File: src/rtl/charram_dram_ctrl.sv
// charram_dram_ctrl
// Timing generator and arbiter for the 4416 character-RAM DRAM port.
// Video fetches, CPU reads/writes and RAS-only refresh share one DRAM port.
// The 14-bit linear address is {col[5:0], row[7:0]}.
// The column is driven on DRAM address bits [6:1].
module charram_dram_ctrl #(
    parameter int REFRESH_INTERVAL = 64
) (
    input  logic        i_MCLK,
    input  logic        i_RST,
    input  logic        i_VID_REQ,
    input  logic [13:0] i_VID_ADDR,
    output logic        o_VID_ACK,
    output logic [3:0]  o_VID_DATA,
    output logic        o_VID_VALID,
    input  logic        i_CPU_CS_n,
    input  logic        i_CPU_WR,
    input  logic [13:0] i_CPU_ADDR,
    input  logic [3:0]  i_CPU_DIN,
    output logic [3:0]  o_CPU_DOUT,
    output logic        o_CPU_DTACK_n,
    output logic [7:0]  o_DRAM_ADDR,
    output logic [3:0]  o_DRAM_DIN,
    input  logic [3:0]  i_DRAM_DOUT,
    output logic        o_RAS_n,
    output logic        o_CAS_n,
    output logic        o_RD_n,
    output logic        o_WR_n
);

    localparam int TW = (REFRESH_INTERVAL > 1) ? $clog2(REFRESH_INTERVAL) : 1;
    localparam logic [TW-1:0] TMR_LAST = TW'(REFRESH_INTERVAL - 1);

    typedef enum logic [2:0] {
        S_IDLE, S_ROW, S_COL, S_ACC, S_CAPT, S_PRE, S_RHOLD
    } state_t;

    typedef enum logic [1:0] {
        OP_VID, OP_RD, OP_WR, OP_REF
    } op_t;

    state_t          state_q;
    op_t             op_q;
    logic [5:0]      col_q;
    logic [TW-1:0]   ref_tmr_q, ref_tmr_d;
    logic            ref_wrap;
    logic [7:0]      ref_row_q;
    logic            ref_pend_q;

    logic            vid_ack_q, vid_valid_q, dtack_n_q;
    logic [3:0]      vid_data_q, cpu_dout_q, dram_din_q;
    logic [7:0]      dram_addr_q;
    logic            ras_n_q, cas_n_q, rd_n_q, wr_n_q;

    assign o_VID_ACK     = vid_ack_q;
    assign o_VID_VALID   = vid_valid_q;
    assign o_VID_DATA    = vid_data_q;
    assign o_CPU_DOUT    = cpu_dout_q;
    assign o_CPU_DTACK_n = dtack_n_q;
    assign o_DRAM_ADDR   = dram_addr_q;
    assign o_DRAM_DIN    = dram_din_q;
    assign o_RAS_n       = ras_n_q;
    assign o_CAS_n       = cas_n_q;
    assign o_RD_n        = rd_n_q;
    assign o_WR_n        = wr_n_q;

    // Refresh timer next state: free-running, wraps at the end of each interval
    always_comb begin
        ref_wrap  = (ref_tmr_q == TMR_LAST);
        ref_tmr_d = ref_wrap ? '0 : ref_tmr_q + 1'b1;
    end

    // Refresh timer register
    always_ff @(posedge i_MCLK or posedge i_RST) begin
        if (i_RST) ref_tmr_q <= '0;
        else       ref_tmr_q <= ref_tmr_d;
    end

    // Arbiter and access sequencer; all DRAM and client outputs are registered here
    always_ff @(posedge i_MCLK or posedge i_RST) begin
        if (i_RST) begin
            state_q     <= S_IDLE;
            op_q        <= OP_VID;
            col_q       <= '0;
            ref_row_q   <= '0;
            ref_pend_q  <= 1'b0;
            vid_ack_q   <= 1'b0;
            vid_valid_q <= 1'b0;
            dtack_n_q   <= 1'b1;
            vid_data_q  <= '0;
            cpu_dout_q  <= '0;
            dram_din_q  <= '0;
            dram_addr_q <= '0;
            ras_n_q     <= 1'b1;
            cas_n_q     <= 1'b1;
            rd_n_q      <= 1'b1;
            wr_n_q      <= 1'b1;
        end else begin
            vid_ack_q   <= 1'b0;
            vid_valid_q <= 1'b0;
            if (i_CPU_CS_n) dtack_n_q <= 1'b1;
            case (state_q)
                S_IDLE: begin
                    if (i_VID_REQ) begin
                        op_q        <= OP_VID;
                        dram_addr_q <= i_VID_ADDR[7:0];
                        col_q       <= i_VID_ADDR[13:8];
                        ras_n_q     <= 1'b0;
                        vid_ack_q   <= 1'b1;
                        state_q     <= S_ROW;
                    end else if (ref_pend_q) begin
                        op_q        <= OP_REF;
                        dram_addr_q <= ref_row_q;
                        ras_n_q     <= 1'b0;
                        state_q     <= S_ROW;
                    end else if (!i_CPU_CS_n && dtack_n_q) begin
                        op_q        <= i_CPU_WR ? OP_WR : OP_RD;
                        dram_addr_q <= i_CPU_ADDR[7:0];
                        col_q       <= i_CPU_ADDR[13:8];
                        if (i_CPU_WR) dram_din_q <= i_CPU_DIN;
                        ras_n_q     <= 1'b0;
                        state_q     <= S_ROW;
                    end
                end
                S_ROW: begin
                    if (op_q == OP_REF) begin
                        state_q <= S_RHOLD;
                    end else begin
                        dram_addr_q <= {1'b0, col_q, 1'b0};
                        cas_n_q     <= 1'b0;
                        state_q     <= S_COL;
                    end
                end
                S_COL: begin
                    if (op_q == OP_WR) wr_n_q <= 1'b0;
                    else               rd_n_q <= 1'b0;
                    state_q <= S_ACC;
                end
                S_ACC: begin
                    rd_n_q  <= 1'b1;
                    wr_n_q  <= 1'b1;
                    state_q <= S_CAPT;
                end
                S_CAPT: begin
                    case (op_q)
                        OP_VID: begin
                            vid_data_q  <= i_DRAM_DOUT;
                            vid_valid_q <= 1'b1;
                        end
                        OP_RD: begin
                            cpu_dout_q <= i_DRAM_DOUT;
                            dtack_n_q  <= 1'b0;
                        end
                        default: dtack_n_q <= 1'b0;
                    endcase
                    ras_n_q <= 1'b1;
                    cas_n_q <= 1'b1;
                    state_q <= S_PRE;
                end
                S_RHOLD: begin
                    ras_n_q    <= 1'b1;
                    ref_row_q  <= ref_row_q + 1'b1;
                    ref_pend_q <= 1'b0;
                    state_q    <= S_PRE;
                end
                S_PRE:   state_q <= S_IDLE;
                default: state_q <= S_IDLE;
            endcase
            // A new interval tick takes precedence over the clear on refresh completion
            if (ref_wrap) ref_pend_q <= 1'b1;
        end
    end

endmodule

File: config.mk
export PLATFORM = sky130hd
export DESIGN_NAME = charram_dram_ctrl
export DESIGN_NICKNAME = d
export VERILOG_FILES = /design/src/rtl/charram_dram_ctrl.sv
export SDC_FILE = /design/constraint.sdc
export NUM_CORES = 1
export LEC_CHECK = 0
export BUFFER_PORTS_ARGS = -buffer_cell sky130_fd_sc_hd__buf_2
export CAP_MARGIN = 20
export CORE_MARGIN = 2
export CORE_UTILIZATION = 32
export DETAILED_ROUTE_END_ITERATION = 16
export MAX_ROUTING_LAYER = met4
export PLACE_DENSITY_LB_ADDON = 0.05
export SLEW_MARGIN = 20
export SYNTH_ARGS = -nofsm -noshare
export SYNTH_HDL_FRONTEND = slang
export SYNTH_SLANG_ARGS = --single-unit
File: constraint.sdc
create_clock -name i_MCLK -period 1.9 [get_ports i_MCLK]
set_input_delay 0.19 -clock i_MCLK [delete_from_list [all_inputs] [get_ports i_MCLK]]
set_output_delay 0.19 -clock i_MCLK [all_outputs]
set_load 0.005 [all_outputs]
## After elaboration in Yosys (flattened, before gate mapping)

Cells that the tools add are included.

- ROM bits: 0
- Memories: 0
- Latch bits: 0
- Register bits after elaboration: 53
- Output and inout bits: 27
- Memory bits (writable): 0
- Logic and storage cells: 94

- Bitwise logic cells: 2
- $mul: 0
- $lt $le $gt $ge: 0
- Divide/modulo/power cells: 0
- Add/subtract/negate cells: 2
- Shift-type cells: 0
- Muxes and demuxes: 37
- Equal/unequal tests: 14
- Reduce and logical (&&, ||, !) cells: 22

Operators with widths:

| kind | number |
|---|---|
| 2-to-1 mux 8 bit | 4 |
| 2-to-1 mux 6 bit | 4 |
| one-hot mux 8 bit (2 select lines) | 1 |
| 2-to-1 mux 1 bit | 15 |
| one-hot mux 3 bit (5 select lines) | 1 |
| AND reduction 2 bit | 7 |
| 2-to-1 mux 3 bit | 4 |
| nonzero test 2 bit | 6 |
| adder 8 x 1 -> 8 bit, second input constant | 1 |
| 2-to-1 mux 2 bit | 4 |
| inequality test 2 bit, second input constant | 4 |
| one-hot mux 1 bit (2 select lines) | 4 |
| adder 6 x 1 -> 6 bit, second input constant | 1 |
| == test 3 x 2 -> 1 bit, second input constant | 2 |
| == test 3 bit, second input constant | 2 |
| == test 6 bit, second input constant | 1 |
| AND reduction 3 bit | 2 |
| AND reduction 5 bit | 1 |
| == test 2 bit, second input constant | 2 |
| inequality test 4 bit, second input constant | 1 |
| == test 3 x 1 -> 1 bit, second input constant | 1 |
| zero test 3 bit | 1 |
| nonzero test 3 bit | 1 |
| == test 2 x 1 -> 1 bit, second input constant | 1 |
| 5 further kinds | 6 |

## Depth between registers and ports, before layout

- Word-level depth: 6
- Mapped depth: 6
- Gate-level depth less buffers: 4

## Least setup slack after synthesis

OpenSTA, ideal clock, no wires.

- Kind: register to register
- From: register dtack_n_q (netlist: o_CPU_DTACK_n)
- To: register dram_din_q[0] (netlist: o_DRAM_DIN[0])
- Path slack: 0.345 ns
- Arrival time: 1.428 ns
- Library setup time: 0.128 ns
- Cell stages (with the launch flop): 4
- Buffers on the path: 0
- Path through: dfstp_2 > nor2b_1 > and4b_1 > mux2_1

- Longest elaborated chain between the ends: 2

RTL lines:

| what | RTL line | text |
|---|---|---|
| start: declaration | 50 | `logic vid_ack_q, vid_valid_q, dtack_n_q;` |
| start signal: assignment | 89 | `dtack_n_q <= 1'b1;` |
| start signal: assignment | 101 | `if (i_CPU_CS_n) dtack_n_q <= 1'b1;` |
| start signal: assignment | 152 | `dtack_n_q <= 1'b0;` |
| logical AND 1 bit | 116 | `end else if (!i_CPU_CS_n && dtack_n_q) begin` |
| AND reduction 5 bit (no source line) | -- |  |
| end signal: assignment | 120 | `if (i_CPU_WR) dram_din_q <= i_CPU_DIN;` |
| end: declaration | 51 | `logic [3:0] vid_data_q, cpu_dout_q, dram_din_q;` |

No other way between the ends.
A chain may end at the register's enable or synchronous reset.

## Final worst setup path

- From: register ref_pend_q
- To: register dram_din_q[2] (netlist: o_DRAM_DIN[2])

- Longest elaborated chain between the ends: 2

RTL lines:

| what | RTL line | text |
|---|---|---|
| start: declaration | 48 | `logic ref_pend_q;` |
| start signal: assignment | 86 | `ref_pend_q <= 1'b0;` |
| start signal: assignment | 163 | `ref_pend_q <= 1'b0;` |
| start signal: assignment | 170 | `if (ref_wrap) ref_pend_q <= 1'b1;` |
| inverter 1 bit (no source line) | -- |  |
| AND reduction 5 bit (no source line) | -- |  |

No other way between the ends.

==> metrics <==
Area contributors post-synth=dfrtp_1, mux2i_1, mux2_1, dfstp_2, nand2_1; Starting Density=32.7%; Yosys top cell area share=48.3%; Synth async-reset ratio=100%; Global Route met3 Usage=2.63%; Worst setup EP type=register; TritonCTS Buffers=5; clock sink count=53; Post-Route Skew=0.00896 ns; TNS Setup=0 ns; unrepaired setup endpoints after global routing=no; Slew Viols, Final=0; Clk pin slew, worst setup/hold paths=0.10 ns; Arr. time, crit path=1.90 ns; share of cells above drive strength 1=38.2%; worst path required time=2.09 ns; H-tree Lvls=2; Routed WL=5.44 mm; critical path class=register to register; clk buf depth=2; Via Count=1750; Power Dens Cells=1380 nW/µm²; Peak VDD IR=0.439 mV; Most Crowded Layer GR=met2; Fillers=760; Root Buffer Master=clkbuf_8; Max Cap Violations=0; Synth top cells by count=dfrtp_1, nand2_1, mux2i_1, mux2_1; Place WS=0.198 ns; reg-to-reg slack, setup=0.19 ns; synthesized instance count=209; clock period minus worst slack=1.71 ns; via density per instance=4.55; GR Layer Usage met2=21.6%; # diodes=0; crit path from=ref_pend_q; most frequent cell after synthesis=dfrtp_1; Skew-Pair Late Insertion Delay=0.31 ns; status=finished, final reports clean; grt ovf=0; maximum fanout along the worst path=11; ANT nets after route=0; Residual DRC=0; Routed WL per cell=14.1 µm; leading register cell type out of synthesis=dfrtp_1; Die X-Extent=92.1 µm; first drt pass iteration count=4; initial antenna violation count=0; die area=8490 µm²; Post-CTS Setup Inserts=0; min-delay worst type=primary input to register; input/output buffers=67; mean post-synth cell area=11.9 µm²; Yosys warnings=0; Distinct cells, synth=40; Post-Syn Nets=252; Die Ht=92.1 µm; Slew @ Worst Pin=0.763 ns; Reg area=1330 µm²; GP Congestion=0.704; met1 Usage GRT=19.9%; area of the multi-input gates=1100 µm²; fin crit share=89.8%; Max Clock Freq=0.586 GHz; setup violators final=0; hold path cells=2; Worst setup SP type=register; HP Start=i_CPU_DIN[1]; PnR Total Power=4290 µW; Core Footprint=7610 µm²; Final WS setup=0.193 ns; sequential cell area fraction in the yosys report=53.6%; area grow syn2layout=24.9%; drt initial violations=57; number of hold violations in the final report=0; number of global-route vias before repair=1823; mapped cell area=2490 µm²; Max-slew headroom=48.8%; number of flops mapped to enable cells by yosys=0; Reg2Reg Depth=4; DP HPWL=4.13 mm; reg2reg start=ref_pend_q; #FFs+latches synth=53; gr usage total=14.3%; TritonCTS clock tree=built; first-pass GRT wire length=9.29 mm; LEAKAGE=0.00150 µW; Min Hold Slack=0.100 ns; largest net degree at the start of global routing=24; Core Util, Final=40.8%; IO Pins=68; cell taking the most area after synthesis=dfrtp_1; hold-critical path endpoint=o_DRAM_DIN[1]; worst flop-to-flop path endpoint=o_DRAM_DIN[2]; row cnt=32; final-stage net count=325
==> critical path, stage by stage (launching register included) <==
cell and delay [ns]:
dfrtp_1 0.54, buf_4 0.23, nor2b_1 0.14, and4b_1 0.33, mux2_1 0.35
==> layout by cell type, fill, tap and decap left out, drive strengths merged, types with 3 or more instances in the layout <==
master and instances:
buf 73, nand2 27, inv 3, mux2i 14
o31ai 6, clkbuf 5, o21ai 16, a21oi 5
mux2 24, dfstp 5, xor2 5, xnor2 6
nor2 10, nor3 3, nand3 9, dfrtp 48
nor2b 3
==> worst max-delay path by stage <==
stage | end | slack, ns
after floorplan | o_DRAM_DIN[0] | 0.34
after global placement | o_DRAM_DIN[3] | 0.24
after detailed placement | o_DRAM_DIN[2] | 0.20
after CTS | o_DRAM_DIN[2] | 0.19
after global routing | col_q[1] | 0.02
final | o_DRAM_DIN[2] | 0.19
==> sequential cells by signal, indices dropped and copies added, names as in the netlist <==
name           count
o_DRAM_ADDR        8
ref_row_q          8
col_q              6
ref_tmr_q          6
o_CPU_DOUT         4
o_DRAM_DIN         4
o_VID_DATA         4
state_q            3
op_q               2
o_CAS_n            1
o_CPU_DTACK_n      1
o_RAS_n            1
o_RD_n             1
o_VID_ACK          1
o_VID_VALID        1
o_WR_n             1
ref_pend_q         1
==> power breakdown <==
group / internal, µW / switching, µW / total [µW]
Sequential: 1580 / 341 / 1920
Clock: 524 / 380 / 903
Combinational: 794 / 675 / 1470
==> repair_timing <==
item	in CTS	in global routing
resized for setup	0	0
endpoints found under the hold margin	12	0
hold buffers	1	0
==> final cells by class <==
cell class,count,share of cell area [%]
Multi-Input combinational cell,145,35.3
Clock inverter,3,2.10
Timing Repair Buffer,74,13.0
Inverter,3,0.363
Tap cell,102,4.11
Sequential cell,53,42.9
Clock buffer,5,2.22
==> kinds of logic (layout without fill, tap and decap cells) <==
family          count (synthesis)  count (layout)  synth area share, %
mux                            38              38                 17.4
flops                          53              53                 53.6
xor+xnor                       11              11                 3.88
simple gates                   62              62                 13.5
buf+inv                        11              85                 2.26
compound gates                 32              32                 8.30
fa+ha+maj                       2               2                 1.01
==> through the flow <==
step	instance area [µm²]	cells
floorplan	2490	209
detailed placement	2960	376
global placement	2960	376
global route	3110	385
finish	3110	385
CTS	3110	385
==> metal layers <==
| metal | routed length, µm | part of all wire (%) |
|---|---|---|
| met1 | 2760 | 51 |
| met2 | 2450 | 45 |
| met3 | 172 | 3.2 |
| met4 | 63 | 1.2 |
| met5 | 0 | 0 |
(Power assumes the default switching activity.)
